`config.mk`:
```
export PLATFORM = sky130hd
export DESIGN_NAME = inst_fetch
export DESIGN_NICKNAME = d
export VERILOG_FILES = /design/src/rtl/riscv_pkg.sv /design/src/rtl/fetch_fifo.sv /design/src/rtl/inst_fetch.sv
export SDC_FILE = /design/constraint.sdc
export NUM_CORES = 1
export LEC_CHECK = 0
export ABC_CLOCK_PERIOD_IN_PS = 4600
export BUFFER_PORTS_ARGS = -buffer_cell sky130_fd_sc_hd__buf_2
export CAP_MARGIN = 20
export CELL_PAD_IN_SITES_DETAIL_PLACEMENT = 1
export CELL_PAD_IN_SITES_GLOBAL_PLACEMENT = 2
export CORE_MARGIN = 5
export CORE_UTILIZATION = 39
export CTS_CLUSTER_SIZE = 30
export DETAILED_ROUTE_END_ITERATION = 7
export MAX_ROUTING_LAYER = met4
export PLACE_DENSITY_LB_ADDON = 0.1
export SYNTH_ARGS = -nofsm -noshare
export SYNTH_HDL_FRONTEND = slang
export SYNTH_SLANG_ARGS = --single-unit
export TNS_END_PERCENT = 5
```
`constraint.sdc`:
```
create_clock -name CLK -period 4.6 [get_ports CLK]
set_input_delay 0.46 -clock CLK [delete_from_list [all_inputs] [get_ports CLK]]
set_output_delay 0.46 -clock CLK [all_outputs]
set_load 0.02 [all_outputs]
```
`src/rtl/riscv_pkg.sv`:
```
// Shared fetch-stage constants and FSM state encodings.
// RESET_PC and PROG_END stay per-instance parameters of inst_fetch.
package riscv_pkg;

   localparam int unsigned INST_BYTES = 4;
   localparam int unsigned XLEN_PC    = 32;
   localparam int unsigned IBUF_WIDTH = 2 * XLEN_PC;

   localparam logic [XLEN_PC-1:0] PC_STEP    = XLEN_PC'(INST_BYTES);
   localparam logic [XLEN_PC-1:0] ALIGN_MASK = ~(XLEN_PC'(INST_BYTES) - 1'b1);

   typedef enum logic [0:0] {
      FETCH = 1'b0,
      DONE  = 1'b1
   } fetch_state_t;

   // Word-align a byte address; fetch never issues a misaligned PC.
   function automatic logic [XLEN_PC-1:0] align_pc(input logic [XLEN_PC-1:0] addr);
      return addr & ALIGN_MASK;
   endfunction

endpackage

```
`src/rtl/fetch_fifo.sv`:
```
// Two-entry instruction buffer of {pc, inst} pairs with push, pop and flush.
// A push while full is accepted only when the head is popped in the same cycle.
module fetch_fifo
   import riscv_pkg::*;
#(
   parameter int unsigned WIDTH = IBUF_WIDTH
) (
   input  logic             clk,
   input  logic             rst_n,
   input  logic             push,
   input  logic             pop,
   input  logic             flush,
   input  logic [WIDTH-1:0] wr_data,
   output logic [WIDTH-1:0] rd_data,
   output logic             full,
   output logic             empty
);

   logic [WIDTH-1:0] mem_q [2];
   logic             rd_ptr_q;
   logic             wr_ptr_q;
   logic [1:0]       count_q;
   logic             do_push;
   logic             do_pop;

   always_comb begin
      full    = (count_q == 2'd2);
      empty   = (count_q == 2'd0);
      do_pop  = pop && !empty;
      do_push = push && (!full || do_pop);
      rd_data = mem_q[rd_ptr_q];
   end

   always_ff @(posedge clk or negedge rst_n) begin
      if (!rst_n) begin
         mem_q[0] <= '0;
         mem_q[1] <= '0;
         rd_ptr_q <= 1'b0;
         wr_ptr_q <= 1'b0;
         count_q  <= 2'd0;
      end else if (flush) begin
         rd_ptr_q <= 1'b0;
         wr_ptr_q <= 1'b0;
         count_q  <= 2'd0;
      end else begin
         // When full, wr_ptr aliases rd_ptr: overwriting the slot being popped is safe.
         if (do_push) begin
            mem_q[wr_ptr_q] <= wr_data;
            wr_ptr_q        <= ~wr_ptr_q;
         end
         if (do_pop) begin
            rd_ptr_q <= ~rd_ptr_q;
         end
         unique case ({do_push, do_pop})
            2'b10:   count_q <= count_q + 2'd1;
            2'b01:   count_q <= count_q - 2'd1;
            default: count_q <= count_q;
         endcase
      end
   end

endmodule

```
`src/rtl/inst_fetch.sv`:
```
// Instruction fetch stage: walks PC over [RESET_PC, PROG_END), buffers words in a
// two-entry FIFO toward decode, and honours single-cycle branch redirects.
module inst_fetch
   import riscv_pkg::*;
#(
   parameter logic [XLEN_PC-1:0] RESET_PC = 32'h0000_0000,
   parameter logic [XLEN_PC-1:0] PROG_END = 32'd32
) (
   input  logic               CLK,
   input  logic               RESET_N,
   output logic [XLEN_PC-1:0] PC,
   input  logic [31:0]        INST_CODE,
   output logic [31:0]        IF_INST,
   output logic [XLEN_PC-1:0] IF_PC,
   output logic               IF_VALID,
   input  logic               ID_READY,
   input  logic               BR_TAKEN,
   input  logic [XLEN_PC-1:0] BR_TARGET,
   output logic               FETCH_DONE
);

   localparam logic [XLEN_PC-1:0] RESET_PC_ALIGNED = align_pc(RESET_PC);

   fetch_state_t          state_q;
   logic                  done_q;
   logic [XLEN_PC-1:0]    pc_q;
   logic [XLEN_PC-1:0]    pc_plus;
   logic [XLEN_PC-1:0]    br_pc;
   logic                  in_range;
   logic                  buf_full;
   logic                  buf_empty;
   logic                  pop;
   logic                  push;
   logic [IBUF_WIDTH-1:0] buf_wdata;
   logic [IBUF_WIDTH-1:0] buf_rdata;

   always_comb begin
      pc_plus   = pc_q + PC_STEP;
      br_pc     = align_pc(BR_TARGET);
      in_range  = (pc_q < PROG_END);
      pop       = !buf_empty && ID_READY;
      push      = (state_q == FETCH) && in_range && (!buf_full || pop) && !BR_TAKEN;
      buf_wdata = {pc_q, INST_CODE};
   end

   // A redirect flushes the buffer, so the popped head is simply consumed.
   fetch_fifo #(
      .WIDTH (IBUF_WIDTH)
   ) u_fetch_fifo (
      .clk     (CLK),
      .rst_n   (RESET_N),
      .push    (push),
      .pop     (pop),
      .flush   (BR_TAKEN),
      .wr_data (buf_wdata),
      .rd_data (buf_rdata),
      .full    (buf_full),
      .empty   (buf_empty)
   );

   always_ff @(posedge CLK or negedge RESET_N) begin
      if (!RESET_N) begin
         state_q <= FETCH;
         done_q  <= 1'b0;
         pc_q    <= RESET_PC_ALIGNED;
      end else if (BR_TAKEN) begin
         state_q <= FETCH;
         done_q  <= 1'b0;
         pc_q    <= br_pc;
      end else begin
         unique case (state_q)
            FETCH: begin
               if (push) begin
                  pc_q <= pc_plus;
                  if (pc_plus >= PROG_END) begin
                     state_q <= DONE;
                     done_q  <= 1'b1;
                  end
               end else if (!in_range) begin
                  state_q <= DONE;
                  done_q  <= 1'b1;
               end
            end
            DONE: begin
               state_q <= DONE;
               done_q  <= 1'b1;
            end
            default: begin
               state_q <= FETCH;
               done_q  <= 1'b0;
            end
         endcase
      end
   end

   always_comb begin
      PC         = pc_q;
      IF_PC      = buf_rdata[IBUF_WIDTH-1:XLEN_PC];
      IF_INST    = buf_rdata[XLEN_PC-1:0];
      IF_VALID   = !buf_empty;
      FETCH_DONE = done_q;
   end

endmodule

```
-- Yosys cells after proc, flatten, opt, wreduce, memory -nomap -nowiden
Cells that the tools add are included.
W data, S select, Z words.
- register bits after elaboration: 166
- logic and storage cells: 73
- output and inout port bits: 98
- $lt $le $gt $ge: 5
- equality and inequality tests: 6
- mux-type cells: 25
- reduce and logical (&&, ||, !) cells: 20
- bitwise logic cells: 6
- $add $sub $neg: 3
- operators with widths (kind ; count):
    $mux W64 ; 4
    $bwmux W128 ; 1
    $mux W32 ; 3
    $demux W64 S1 ; 1
    $add A32 B3 Y32 const B ; 1
    $ge A32 B6 Y1 const B ; 1
    $lt A32 B6 Y1 const B ; 1
    $mux W1 ; 12
    $logic_and A1 B1 Y1 ; 7
    $reduce_and A2 Y1 ; 3
    $reduce_bool A2 Y1 ; 3
    $eq A2 B2 Y1 const B ; 2
    $ge A2 B2 Y1 const B ; 2
    $ne A4 B3 Y1 const B ; 1
    $ne A4 B4 Y1 const B ; 1
    $not A1 Y1 ; 4
    $not A1 Y2 ; 2
    $pmux W1 S2 ; 2
    $pmux W2 S2 ; 1
    $logic_not A1 Y1 ; 3
    $reduce_bool A3 Y1 ; 1
    $add A2 B1 Y2 const B ; 1
    $eq A2 B1 Y1 const B ; 1
    $logic_not A2 Y1 ; 1
    5 further kinds ; 6

-- Longest topological paths before layout
Gate-level depths: netlist of the first run.
- word-level depth: 10
- depth in mapped cells: 6
- depth with buffers taken out: 6

-- Modules after synthesis
A second synthesis of the first run with hierarchy kept.
- cell total of the unflattened synthesis: 469
- area, all modules: 7342.0 um^2
- by module, submodules not included (module ; cells each ; area an instance (um^2) ; instances ; sequential area each (um^2)):
    fetch_fifo ; 365 ; 5914.4 ; 1 ; 3303.2
    inst_fetch ; 104 ; 1427.6 ; 1 ; 800.8

-- Least setup slack after synthesis of the first run
OpenSTA, ideal clock, no wires.
- kind: register to register
- from: reg pc_q[9] (netlist: PC[9])
- to: reg u_fetch_fifo.mem_q[10] in the netlist's numbering
- setup time: 0.125 ns
- data required time: 4.475 ns
- slack: 2.353 ns
- cell stages (with the launch flop): 6
- data arrival time: 2.123 ns
- cells stage by stage: dfrtp_1 > nor4_1 > nand4b_2 > nor4b_4 > buf_6 > mux2_2
- cells in the longest elaborated chain, start to end: 6
- ends and longest elaborated chain (what ; line ; RTL):
    start, declared ; inst_fetch.sv:26 ; logic [XLEN_PC-1:0] pc_q;
    start signal, assigned ; inst_fetch.sv:69 ; pc_q <= br_pc;
    start signal, assigned ; inst_fetch.sv:74 ; pc_q <= pc_plus;
    $lt A32 B6 Y1 ; inst_fetch.sv:40 ; in_range = (pc_q < PROG_END);
    $logic_and A1 B1 Y1 (3 in series) ; inst_fetch.sv:42 ; push = (state_q == FETCH) && in_range && (!buf_full || pop) && !BR_TAKEN;
    $logic_and A1 B1 Y1 ; fetch_fifo.sv:30 ; do_push = push && (!full || do_pop);
    $reduce_and A2 Y1 (no line) ; n/a ;
    end signal, assigned by index ; fetch_fifo.sv:48 ; mem_q[wr_ptr_q] <= wr_data;
    end, declared ; fetch_fifo.sv:19 ; logic [WIDTH-1:0] mem_q [2];
Every way passes these cells.
A chain may end at the register's enable or synchronous reset.

-- Worst setup path after layout of the first run
- from: reg u_fetch_fifo.rd_ptr_q
- to: out IF_PC[9]
- cells in the longest elaborated chain, start to end: 4
- ends and longest elaborated chain (what ; line ; RTL):
    start, declared ; fetch_fifo.sv:20 ; logic rd_ptr_q;
    start signal, assigned ; fetch_fifo.sv:52 ; rd_ptr_q <= ~rd_ptr_q;
    $not A1 Y2 (implied by the code) ; fetch_fifo.sv:31 ; rd_data = mem_q[rd_ptr_q];
    $mux W64 (implied by the code) (3 in series) ; fetch_fifo.sv:31 ;
    end, declared ; inst_fetch.sv:14 ; output logic [XLEN_PC-1:0] IF_PC,
Every way passes these cells. The select of a mux whose other input is x is not followed.

==> results.py, run 1 <==
metrics = {
    "worst_setup_path": {
        "critPathLaunchType": "register",
        "reg2reg_from": "PC[9]",
        "crit_chain": "buf_4 -> mux2_2 -> buf_2",
        "critPathMaxStageDelay_ns": 1.03,
        "worst_path_max_fanout": 39,
        "critPathSlowestCell": "sky130_fd_sc_hd__dfrtp_2",
        "timing.critical_path.to_type": "output pin",
        "worstPathRequired_ns": 4.14,
        "timing.setup.critical_path_class": "reg -> out",
        "timing.critical_path.from": "u_fetch_fifo.rd_ptr_q",
        "timing.critical_path.arrival_ns": 2.37,
    },
    "synthesis": {
        "async_reset_ff_frac": 1.00,
        "synth-seq-cells": 160,
        "synth.top_cell.area_share": 0.600,
        "synth_edf_count": 0,
        "register_area_share_after_synthesis": 0.600,
        "synth.yosys.warnings": 0,
        "yosys.area.top_type": "sky130_fd_sc_hd__dfrtp_1",
        "synth.cells.most_frequent": "sky130_fd_sc_hd__dfrtp_1 (160), sky130_fd_sc_hd__mux2_2 (153), sky130_fd_sc_hd__nor2b_1 (54), sky130_fd_sc_hd__clkbuf_1 (12)",
        "ys_dominant_reg_cell": "sky130_fd_sc_hd__dfrtp_1",
        "synth_area_leaders": "sky130_fd_sc_hd__dfrtp_1 (60%), sky130_fd_sc_hd__mux2_2 (26%), sky130_fd_sc_hd__nor2b_1 (5.1%)",
        "synthesis.area_um2": 6670,
        "synthMostInstantiatedCell": "sky130_fd_sc_hd__dfrtp_1",
        "number_of_cells_produced_by_synthesis": 456,
        "syn_area_per_cell_um2": 14.6,
        "number_of_library_cell_types_mapped_by_synthesis": 37,
    },
    "timing": {
        "max_freq_mhz": 354,
        "max_slew_margin": 0.333,
        "rsz0062_at_grt": "false",
        "setup_viol": 0,
        "final_skew_ns": 0.0104,
        "final-hold-violation-count": 0,
        "tightestPinTransition_ns": 1.00,
        "finalCritPeriodShare": 0.614,
        "fin_tns_setup_ns": 0,
        "maxSlewViolCount": 0,
        "period_minus_slack_ns": 2.83,
    },
    "drt": {
        "drt_first_pass_iters": 3,
        "via_count": 4147,
        "vias_per_cell": 4.87,
        "mean_routed_wirelength_per_cell_um": 18.1,
        "detail-route-antenna-nets": 0,
        "wirelength_um": 15400,
        "detailed_route_drc_error_count": 0,
        "violation_count_after_the_first_detailed_routing_iteration": 136,
    },
    "floorplan": {
        "initial_utilization": 0.399,
        "rows": 47,
        "die-height_um": 141,
        "die_w_um": 141,
        "core_region_area_um2": 16700,
        "ioPinCount": 166,
        "fp.dieArea_um2": 19800,
    },
    "cts": {
        "clk_root_buffer_cell": "sky130_fd_sc_hd__clkbuf_16",
        "clock_path_buffers": 2,
        "cts_setup_buffers": 0,
        "cts_repair_resize_count": 0,
        "clk-insertion-delay-late_ns": 0.42,
        "clock_sink_count": 160,
        "htreeDepth": 4,
        "worst_setup_hold_path_clk_slew_ns": 0.07,
        "cts_tree": "done",
        "numCtsBuffers": 17,
        "postCtsHoldBufs": 0,
    },
    "hold_path": {
        "timing.hold.worst.class": "in -> async",
    },
    "outcome": {
        "outcome": "completed",
    },
    "layout": {
        "final_cell_area_um2": 8240,
        "num_antenna_cells": 0,
        "area_growth_syn_to_layout_pct": 23.6,
        "post-route-util": 0.494,
        "nNetsFinal": 687,
        "layout-drive-gt1-share": 0.571,
    },
    "run": {
        "cap_viol_max_count": 0,
    },
    "global_route": {
        "groute.usage.overall": 0.166,
        "grt_first_pass_wirelength_um": 25500,
        "total_gr_overflow": 0,
        "grt_antenna_before_repair": 0,
        "grt_start_max_net_pins": 62,
        "first_global_vias": 4822,
    },
    "pwr": {
        "power.density_cell_area_nw_per_um2": 364,
        "vdd_ir_drop_max_mv": 0.255,
        "static-leakage-power_nw": 4.40,
    },
    "place": {
        "portBuffers": 159,
        "place_congestion": 0.767,
        "placedInstanceArea_um2": 7660,
        "dp.final_hpwl_um": 10300,
    },
}
## layout by cell type, fill, tap and decap left out, types with 4 or more instances in the layout
master / synthesis / layout
sky130_fd_sc_hd__nor2b_1: 54 / 54
sky130_fd_sc_hd__buf_2: 1 / 158
sky130_fd_sc_hd__nor2_1: 6 / 6
sky130_fd_sc_hd__nor4_1: 7 / 7
sky130_fd_sc_hd__conb_1: 1 / 4
sky130_fd_sc_hd__o21ai_0: 5 / 5
sky130_fd_sc_hd__mux2_1: 5 / 5
sky130_fd_sc_hd__inv_6: 0 / 6
sky130_fd_sc_hd__mux2_2: 153 / 153
sky130_fd_sc_hd__buf_4: 7 / 9
sky130_fd_sc_hd__dfrtp_1: 160 / 159
sky130_fd_sc_hd__nand2_1: 7 / 7
sky130_fd_sc_hd__clkbuf_16: 0 / 17
## worst paths after layout
kind	cells after the start	to	slack, ns
max	3	IF_PC[9]	1.77
min	1	PC[24]	0.004
max reg2reg	5	u_fetch_fifo.mem_q[0]	1.92
min reg2reg	1	u_fetch_fifo.mem_q[5]	0.49
max in group asynchronous	2	u_fetch_fifo.mem_q[34]	3.41
min in group CLK	3	PC[4]	0.26
## per-layer routing
metal / global-route usage / vias to the layer above / share of wire
met1: 0.195 / 2140 / 0.43
met4: 0.0500 / 0 / 0.014
li1: - / 1907 / -
met2: 0.285 / 83 / 0.52
met3: 0.0359 / 17 / 0.035
met5: - / - / 0
## power breakdown
group          leakage (nW)  internal [W]  switching (W)
Sequential             2.16       0.00143      0.0000236
Clock                 0.274      0.000761       0.000605
Combinational          1.96     0.0000667       0.000108
## final cells by class
type                       instances  area, um2
inverter                           2       7.51
tap                              220        275
multi-input combinational        269       2510
clock inverter                    15        153
fill                            1743       8460
timing repair buffer             168        870
sequential                       160       4010
clock buffer                      17        425
## kinds of logic after synthesis
kind of cell / count (synthesis) / synth area share
AND/OR/NAND/NOR: 87 / 0.0842
other: 1 / 0.000562
adder cells (fa/ha/maj): 1 / 0.00188
flip-flops: 160 / 0.600
XOR/XNOR: 4 / 0.00525
buffers and inverters: 30 / 0.0255
multiplexers: 159 / 0.268
AO/OA/AOI/OAI: 14 / 0.0141
## flip-flops by register name (all words and copies together) (netlist names)
signal / cells
u_fetch_fifo.wr_ptr_q: 1
state_q: 1
FETCH_DONE: 1
PC: 30
u_fetch_fifo.mem_q: 124
u_fetch_fifo.rd_ptr_q: 1
u_fetch_fifo.count_q: 2
## worst max-delay path: cells and delay by family (launching register included)
kind | cells | cell delay (ns)
buf+inv | 2 | 0.54
flops | 1 | 1.03
mux | 1 | 0.37
## metrics by stage
| step | hold WS (ns) | worst slack, ns | power, W | instances |
|---|---|---|---|---|
| floorplan | 0.164 | 2.35 | 0.00156 | 459 |
| global placement | 0.463 | 1.90 | 0.00166 | 819 |
| detailed placement | 0.475 | 1.87 | 0.00166 | 819 |
| CTS | 0.0200 | 1.69 | 0.00304 | 851 |
| global route | 0.0478 | 1.65 | 0.00312 | 851 |
| finish | 0.00363 | 1.77 | 0.00300 | 851 |
(Power assumes the default switching activity.)
==> run 2, diff against run 1 <==
--- a/config.mk
+++ b/config.mk
@@ -5,13 +5,14 @@
 export SDC_FILE = /design/constraint.sdc
 export NUM_CORES = 1
 export LEC_CHECK = 0
-export ABC_CLOCK_PERIOD_IN_PS = 4600
+export ABC_AREA = 1
+export ABC_CLOCK_PERIOD_IN_PS = 2950
 export BUFFER_PORTS_ARGS = -buffer_cell sky130_fd_sc_hd__buf_2
 export CAP_MARGIN = 20
 export CELL_PAD_IN_SITES_DETAIL_PLACEMENT = 1
 export CELL_PAD_IN_SITES_GLOBAL_PLACEMENT = 2
 export CORE_MARGIN = 5
-export CORE_UTILIZATION = 39
+export CORE_UTILIZATION = 31
 export CTS_CLUSTER_SIZE = 30
 export DETAILED_ROUTE_END_ITERATION = 7
 export MAX_ROUTING_LAYER = met4
==> constraint.sdc (replaced) <==
create_clock -name CLK -period 2.95 [get_ports CLK]
set_input_delay 0.295 -clock CLK [delete_from_list [all_inputs] [get_ports CLK]]
set_output_delay 0.295 -clock CLK [all_outputs]
set_load 0.02 [all_outputs]
==> run 2 against run 1 <==
Sequential share of layout area is 6.3 points lower. Highest routed layer unchanged. Via count is 61% higher. Utilization is 11 points lower. Die area is 42% higher. Largest cell class unchanged. Clock-buffer cell count is 1 higher. Cell count is 78% higher. Setup slack worse by 1.3 ns. Critical endpoint is now u_fetch_fifo.mem_q[0].
==> results.py, run 2 <==
metrics = {
    "synthesis": {
        "synth.yosys.warnings": 0,
        "post_synth_mux_area_share": 0,
        "synthXorXnorAreaFrac": 0.00569,
        "ys_dominant_reg_cell": "sky130_fd_sc_hd__dfrtp_1",
        "synthMostInstantiatedCell": "sky130_fd_sc_hd__nand2_1",
        "synth_area_leaders": "sky130_fd_sc_hd__dfrtp_1 (52%), sky130_fd_sc_hd__nand2_1 (23%), sky130_fd_sc_hd__inv_1 (5.9%)",
        "compound_gate_fraction_of_synth_area": 0.0749,
        "synth_fa_ha_area_frac": 0.00162,
        "synth.top_cell.area_share": 0.520,
        "synth_top_family_by_area": "simple AND/OR/NAND/NOR gates",
        "synth.cells.most_frequent": "sky130_fd_sc_hd__nand2_1 (464), sky130_fd_sc_hd__dfrtp_1 (160), sky130_fd_sc_hd__inv_1 (122), sky130_fd_sc_hd__o21ai_0 (83), sky130_fd_sc_hd__nor2_1 (45)",
        "synthesis.area_um2": 7700,
        "number_of_cells_produced_by_synthesis": 1021,
        "async_reset_ff_frac": 1.00,
        "register_area_share_after_synthesis": 0.520,
        "yosys.area.top_type": "sky130_fd_sc_hd__dfrtp_1",
        "synth-seq-cells": 160,
        "synth_edf_count": 0,
        "syn_area_per_cell_um2": 7.54,
        "number_of_library_cell_types_mapped_by_synthesis": 36,
        "synth_simple_gate_area_frac": 0.302,
    },
    "cts": {
        "cts_tree": "done",
        "htreeDepth": 4,
        "postCtsHoldBufs": 1,
        "cts_repair_resize_count": 0,
        "clock_sink_count": 160,
        "clk-insertion-delay-late_ns": 0.42,
        "numCtsBuffers": 17,
        "cts_setup_buffers": 0,
        "worst_setup_hold_path_clk_slew_ns": 0.07,
        "clock_path_buffers": 2,
        "clk_root_buffer_cell": "sky130_fd_sc_hd__clkbuf_16",
    },
    "floorplan": {
        "die-height_um": 168,
        "fp.dieArea_um2": 28100,
        "ioPinCount": 166,
        "core_region_area_um2": 24400,
        "rows": 57,
        "initial_utilization": 0.316,
        "die_w_um": 168,
    },
    "drt": {
        "drt_first_pass_iters": 4,
        "detailed_route_drc_error_count": 0,
        "detail-route-antenna-nets": 0,
        "violation_count_after_the_first_detailed_routing_iteration": 332,
        "wirelength_um": 22800,
        "mean_routed_wirelength_per_cell_um": 15.1,
        "via_count": 6659,
        "vias_per_cell": 4.40,
    },
    "place": {
        "dp.final_hpwl_um": 16300,
        "pre_cts_ws_ns": 0.421,
        "portBuffers": 159,
        "place_congestion": 0.820,
    },
    "worst_setup_path": {
        "worst_path_max_fanout": 38,
        "worstPathRequired_ns": 3.24,
        "timing.setup.critical_path_class": "reg -> reg",
        "critPathSlowestCell": "sky130_fd_sc_hd__nor4_1",
        "timing.critical_path.from": "PC[9]",
        "timing.critical_path.to_type": "register",
        "critPathLaunchType": "register",
        "crit_chain": "nor4_1 -> nand3_1 -> nor2_2 -> nand3_2 -> inv_2 -> nand2_4 -> buf_4 -> nand2_1 -> o21ai_0",
        "critPathMaxStageDelay_ns": 0.52,
        "worstReg2RegEnd": "u_fetch_fifo.mem_q[0]",
        "regToRegSetupSlack_ns": 0.47,
        "reg2reg_from": "PC[9]",
        "timing.critical_path.arrival_ns": 2.77,
        "r2r.worst_path.cells": 9,
    },
    "outcome": {
        "outcome": "completed",
    },
    "global_route": {
        "grt_first_pass_wirelength_um": 37100,
        "grt_util_met1": 0.222,
        "total_gr_overflow": 0,
        "grt_busiest_layer": "met2",
        "grt_antenna_before_repair": 2,
        "grt_util_met3": 0.0356,
        "grt_start_max_net_pins": 63,
        "groute.usage.overall": 0.170,
        "first_global_vias": 6966,
        "gr-usage-met2": 0.277,
    },
    "timing": {
        "maxSlewViolCount": 0,
        "final_skew_ns": 0.0115,
        "max_slew_margin": 0.486,
        "final-hold-violation-count": 0,
        "finalCritPeriodShare": 0.842,
        "tightestPinTransition_ns": 0.770,
        "period_minus_slack_ns": 2.48,
        "rsz0062_at_grt": "false",
        "max_freq_mhz": 403,
        "fin_tns_setup_ns": 0,
        "setup_viol": 0,
        "layout_setup_ws_ns": 0.466,
    },
    "run": {
        "cap_viol_max_count": 0,
    },
    "layout": {
        "area_growth_syn_to_layout_pct": 23.0,
        "layout.filler_cells": 3069,
        "largest_register_ff_count": 124,
        "layout-drive-gt1-share": 0.202,
        "most_used_cells_in_the_layout_excluding_fill_and_tap_cells": "sky130_fd_sc_hd__nand2_1 (464), sky130_fd_sc_hd__dfrtp_1 (159), sky130_fd_sc_hd__buf_2 (158), sky130_fd_sc_hd__inv_1 (122), sky130_fd_sc_hd__o21ai_0 (83)",
        "nNetsFinal": 1244,
        "most_flops_register": "u_fetch_fifo.mem_q",
        "layout.cells.most_common": "sky130_fd_sc_hd__nand2_1",
    },
    "hold_path": {
        "hold-path-endpoint": "PC[18]",
        "hold_path_depth": 3,
        "min_from": "BR_TARGET[18]",
        "timing.hold.worst.class": "in -> reg",
    },
    "pwr": {
        "power.density_cell_area_nw_per_um2": 571,
        "vdd_ir_drop_max_mv": 0.304,
        "static-leakage-power_nw": 5.47,
    },
}
==> run 2: changes by cell type after synthesis, sizes merged, moves of 5 or more <==
cell,previous run,this run
clkbuf,12,21
nor4,8,3
buf,16,22
o21ai,5,103
nand2,7,467
nor2b,54,0
nand4,1,9
nor2,6,58
nand3,0,27
mux2,158,0
inv,2,132
==> run 2: layout make-up <==
type	count	area (um2)	area share
clock inverters	14	204	0.0215
repair buffers	175	950	0.100
multi-input cells	689	2970	0.314
clock buffers	18	439	0.0464
well taps	324	405	0.0428
diodes	2	5.00	0.000528
inverters	132	495	0.0523
flip-flops and latches	160	4010	0.423
==> run 2: per-stage QoR <==
stage	std cells	utilization	hold WS (ns)	power [W]	cell area, um2
after global routing	1514	0.388	0.0668	0.00569	9470
after global placement	1479	0.361	0.264	0.00307	8820
after floorplan	1024	-	-0.000591	0.00275	7710
final	1514	0.388	0.0761	0.00541	9470
after detailed placement	1479	0.361	0.260	0.00307	8820
after CTS	1512	0.388	0.0550	0.00552	9470
==> run 2: critical path: cells and delay by family, from the launching register on <==
kind / cells / cell delay [ns]
DFF: 1 / 0.45
AOI/OAI and AO/OA: 1 / 0.08
buffers and inverters: 2 / 0.49
and+or+nand+nor: 6 / 1.33
==> run 2: worst max path at each step <==
stage / end / slack (ns) / cells after the start
after floorplan: FETCH_DONE / 1.03 / 14
after global placement: u_fetch_fifo.mem_q[17] / 0.49 / 9
after detailed placement: u_fetch_fifo.mem_q[0] / 0.42 / 9
after CTS: u_fetch_fifo.mem_q[8] / 0.40 / 8
after global routing: u_fetch_fifo.mem_q[20] / 0.27 / 9
final: u_fetch_fifo.mem_q[0] / 0.47 / 9
==> run 2: kinds of logic after synthesis <==
family	after synthesis
AND/OR/NAND/NOR	569
buffers and inverters	175
adder cells (fa/ha/maj)	1
AO/OA/AOI/OAI	110
XOR/XNOR	5
flip-flops	160
other	1
==> run 2: report_power, final <==
group | internal [W] | switching [W]
logic | 0.000183 | 0.000492
registers | 0.00225 | 0.0000839
clock network | 0.00146 | 0.000947
==> run 2: per-layer routing <==
layer,vias to the layer above,part of all wire
met2,106,0.48
met5,-,0
met1,3143,0.47
li1,3400,-
met4,0,0.0067
met3,10,0.036
==> run 3, diff against run 2 <==
--- a/config.mk
+++ b/config.mk
@@ -6,7 +6,7 @@
 export NUM_CORES = 1
 export LEC_CHECK = 0
 export ABC_AREA = 1
-export ABC_CLOCK_PERIOD_IN_PS = 2950
+export ABC_CLOCK_PERIOD_IN_PS = 2400
 export BUFFER_PORTS_ARGS = -buffer_cell sky130_fd_sc_hd__buf_2
 export CAP_MARGIN = 20
 export CELL_PAD_IN_SITES_DETAIL_PLACEMENT = 1
==> constraint.sdc (replaced) <==
create_clock -name CLK -period 2.4 [get_ports CLK]
set_input_delay 0.24 -clock CLK [delete_from_list [all_inputs] [get_ports CLK]]
set_output_delay 0.24 -clock CLK [all_outputs]
set_load 0.02 [all_outputs]
==> run 3 against run 2 <==
Die area did not move. Clock power up 10%. Combinational power increased by 32%. Setup slack lost 0.24 ns. Sequential share of layout area shrank 0.52 points. Critical path type unchanged.
==> results.py, run 3 (synthesized netlist as in run 2, its figures left out) <==
metrics = {
    "outcome": {
        "outcome": "completed",
    },
    "timing": {
        "layout_setup_ws_ns": 0.223,
        "final_skew_ns": 0.0122,
        "fin_tns_setup_ns": 0,
        "maxSlewViolCount": 0,
        "max_freq_mhz": 459,
        "tightestPinTransition_ns": 0.761,
        "rsz0062_at_grt": "false",
        "final-hold-violation-count": 0,
        "setup_viol": 0,
        "max_slew_margin": 0.492,
        "period_minus_slack_ns": 2.18,
        "finalCritPeriodShare": 0.907,
    },
    "pwr": {
        "vdd_ir_drop_max_mv": 0.430,
        "static-leakage-power_nw": 5.54,
        "power.density_cell_area_nw_per_um2": 666,
    },
    "global_route": {
        "grt_start_max_net_pins": 69,
        "grt_first_pass_wirelength_um": 37900,
        "groute.usage.overall": 0.172,
        "total_gr_overflow": 0,
        "grt_antenna_before_repair": 0,
        "first_global_vias": 7213,
    },
    "worst_setup_path": {
        "critPathLaunchType": "register",
        "timing.setup.critical_path_class": "reg -> reg",
        "worstPathRequired_ns": 2.71,
        "timing.critical_path.to_type": "register",
        "worst_path_max_fanout": 22,
        "timing.critical_path.arrival_ns": 2.48,
    },
    "layout": {
        "area_growth_syn_to_layout_pct": 24.6,
        "num_antenna_cells": 0,
        "layout.cells.non_filler": 1530,
        "register_area_um2": 4010,
        "layout.filler_cells": 3104,
        "most_used_cells_in_the_layout_excluding_fill_and_tap_cells": "sky130_fd_sc_hd__nand2_1 (464), sky130_fd_sc_hd__dfrtp_1 (158), sky130_fd_sc_hd__buf_2 (158), sky130_fd_sc_hd__inv_1 (122), sky130_fd_sc_hd__o21ai_0 (83)",
        "multiInputGateArea_um2": 2980,
        "nNetsFinal": 1262,
        "final_cell_area_um2": 9590,
        "layout-drive-gt1-share": 0.213,
        "most_flops_register": "u_fetch_fifo.mem_q",
        "largest_register_ff_count": 124,
        "layout.cells.most_common": "sky130_fd_sc_hd__nand2_1",
    },
    "drt": {
        "vias_per_cell": 4.39,
        "detail-route-antenna-nets": 0,
        "violation_count_after_the_first_detailed_routing_iteration": 321,
        "mean_routed_wirelength_per_cell_um": 14.9,
        "via_count": 6712,
        "drt_first_pass_iters": 5,
        "wirelength_um": 22900,
        "detailed_route_drc_error_count": 0,
    },
    "floorplan": {
        "die-height_um": 168,
        "ioPinCount": 166,
        "core_region_area_um2": 24400,
        "rows": 57,
        "fp.dieArea_um2": 28100,
        "initial_utilization": 0.316,
        "die_w_um": 168,
    },
    "place": {
        "pre_cts_ws_ns": 0.175,
        "placed_cells": 1493,
        "placedInstanceArea_um2": 8960,
        "dp.final_hpwl_um": 16500,
        "place_congestion": 0.840,
        "portBuffers": 159,
    },
    "cts": {
        "clock_sink_count": 160,
        "clk_root_buffer_cell": "sky130_fd_sc_hd__clkbuf_16",
        "cts_tree": "done",
        "clock_path_buffers": 2,
        "numCtsBuffers": 17,
        "clk-insertion-delay-late_ns": 0.43,
        "htreeDepth": 4,
        "worst_setup_hold_path_clk_slew_ns": 0.07,
    },
    "hold_path": {
        "timing.hold.worst.class": "in -> reg",
    },
    "run": {
        "cap_viol_max_count": 0,
    },
}
==> run 3: cell types whose count changed in the layout (fill, tap and decap cells not counted), moves of 2 or more <==
cell and change:
sky130_fd_sc_hd__buf_4 +12, sky130_fd_sc_hd__bufinv_16 -4, sky130_fd_sc_hd__buf_12 +3, sky130_fd_sc_hd__clkinv_4 -3
sky130_fd_sc_hd__clkinv_8 +3, sky130_fd_sc_hd__dlygate4sd3_1 +3, sky130_fd_sc_hd__inv_6 +3, sky130_fd_sc_hd__diode_2 -2
==> run 3: stage by stage <==
step	hold WS, ns	total power, W	util
finish	0.0188	0.00639	0.393
global placement	0.284	0.00380	0.367
detailed placement	0.284	0.00381	0.367
floorplan	-0.0556	0.00338	-
global route	0.0148	0.00672	0.393
CTS	0.000639	0.00651	0.392
==> run 3: what timing repair did <==
| action | 4_1_cts | 5_1_grt |
|---|---|---|
| hold endpoints to repair | 66 | 0 |
| setup endpoints to repair | 0 | 3 |
| hold buffers | 4 | 0 |
| setup buffers | 0 | 1 |
| resized for setup | 0 | 4 |
==> run 3: layout make-up <==
| class | instances | area share |
|---|---|---|
| Clock inverter | 14 | 0.0150 |
| Tap cell | 324 | 0.0423 |
| Timing Repair Buffer | 193 | 0.118 |
| Sequential cell | 160 | 0.418 |
| Inverter | 132 | 0.0516 |
| Multi-Input combinational cell | 689 | 0.311 |
| Clock buffer | 18 | 0.0447 |
==> run 3: routing by layer <==
| metal | GRT usage | wire, um | vias up |
|---|---|---|---|
| met5 | - | 0 | - |
| met4 | 0.0363 | 227 | 0 |
| met3 | 0.0321 | 792 | 17 |
| met2 | 0.284 | 11000 | 107 |
| met1 | 0.223 | 10800 | 3144 |
| li1 | - | - | 3444 |
==> run 3: critical path, stage by stage, from the launching register on <==
cell                      delay (ns)
sky130_fd_sc_hd__dfrtp_1        0.44
sky130_fd_sc_hd__inv_1          0.13
sky130_fd_sc_hd__nand4_1        0.12
sky130_fd_sc_hd__nor3_1         0.15
sky130_fd_sc_hd__nand2_1        0.13
sky130_fd_sc_hd__nor2_2         0.17
sky130_fd_sc_hd__nand3_2        0.13
sky130_fd_sc_hd__inv_2          0.17
sky130_fd_sc_hd__nand2_4        0.20
sky130_fd_sc_hd__buf_4          0.26
sky130_fd_sc_hd__nand2_1        0.06
sky130_fd_sc_hd__o21ai_0        0.08
==> run 3: final timing paths <==
path / start / end / slack, ns / depth (start not counted)
max in group asynchronous: RESET_N / PC[28] / 1.28 / 3
min in group asynchronous: RESET_N / u_fetch_fifo.mem_q[78] / 0.37 / 2
worst max-delay path: PC[11] / u_fetch_fifo.mem_q[78] / 0.22 / 11
worst max register to register: PC[11] / u_fetch_fifo.mem_q[78] / 0.22 / 11
worst min-delay path: BR_TARGET[17] / PC[17] / 0.02 / 3
worst min register to register: FETCH_DONE / FETCH_DONE / 0.46 / 2
==> run 3: power by group <==
part	total (W)	switching [W]	internal [W]
clock	0.00265	0.00127	0.00138
combinational	0.000893	0.000636	0.000257
sequential	0.00284	0.0000792	0.00276
total	0.00639	0.00199	0.00440
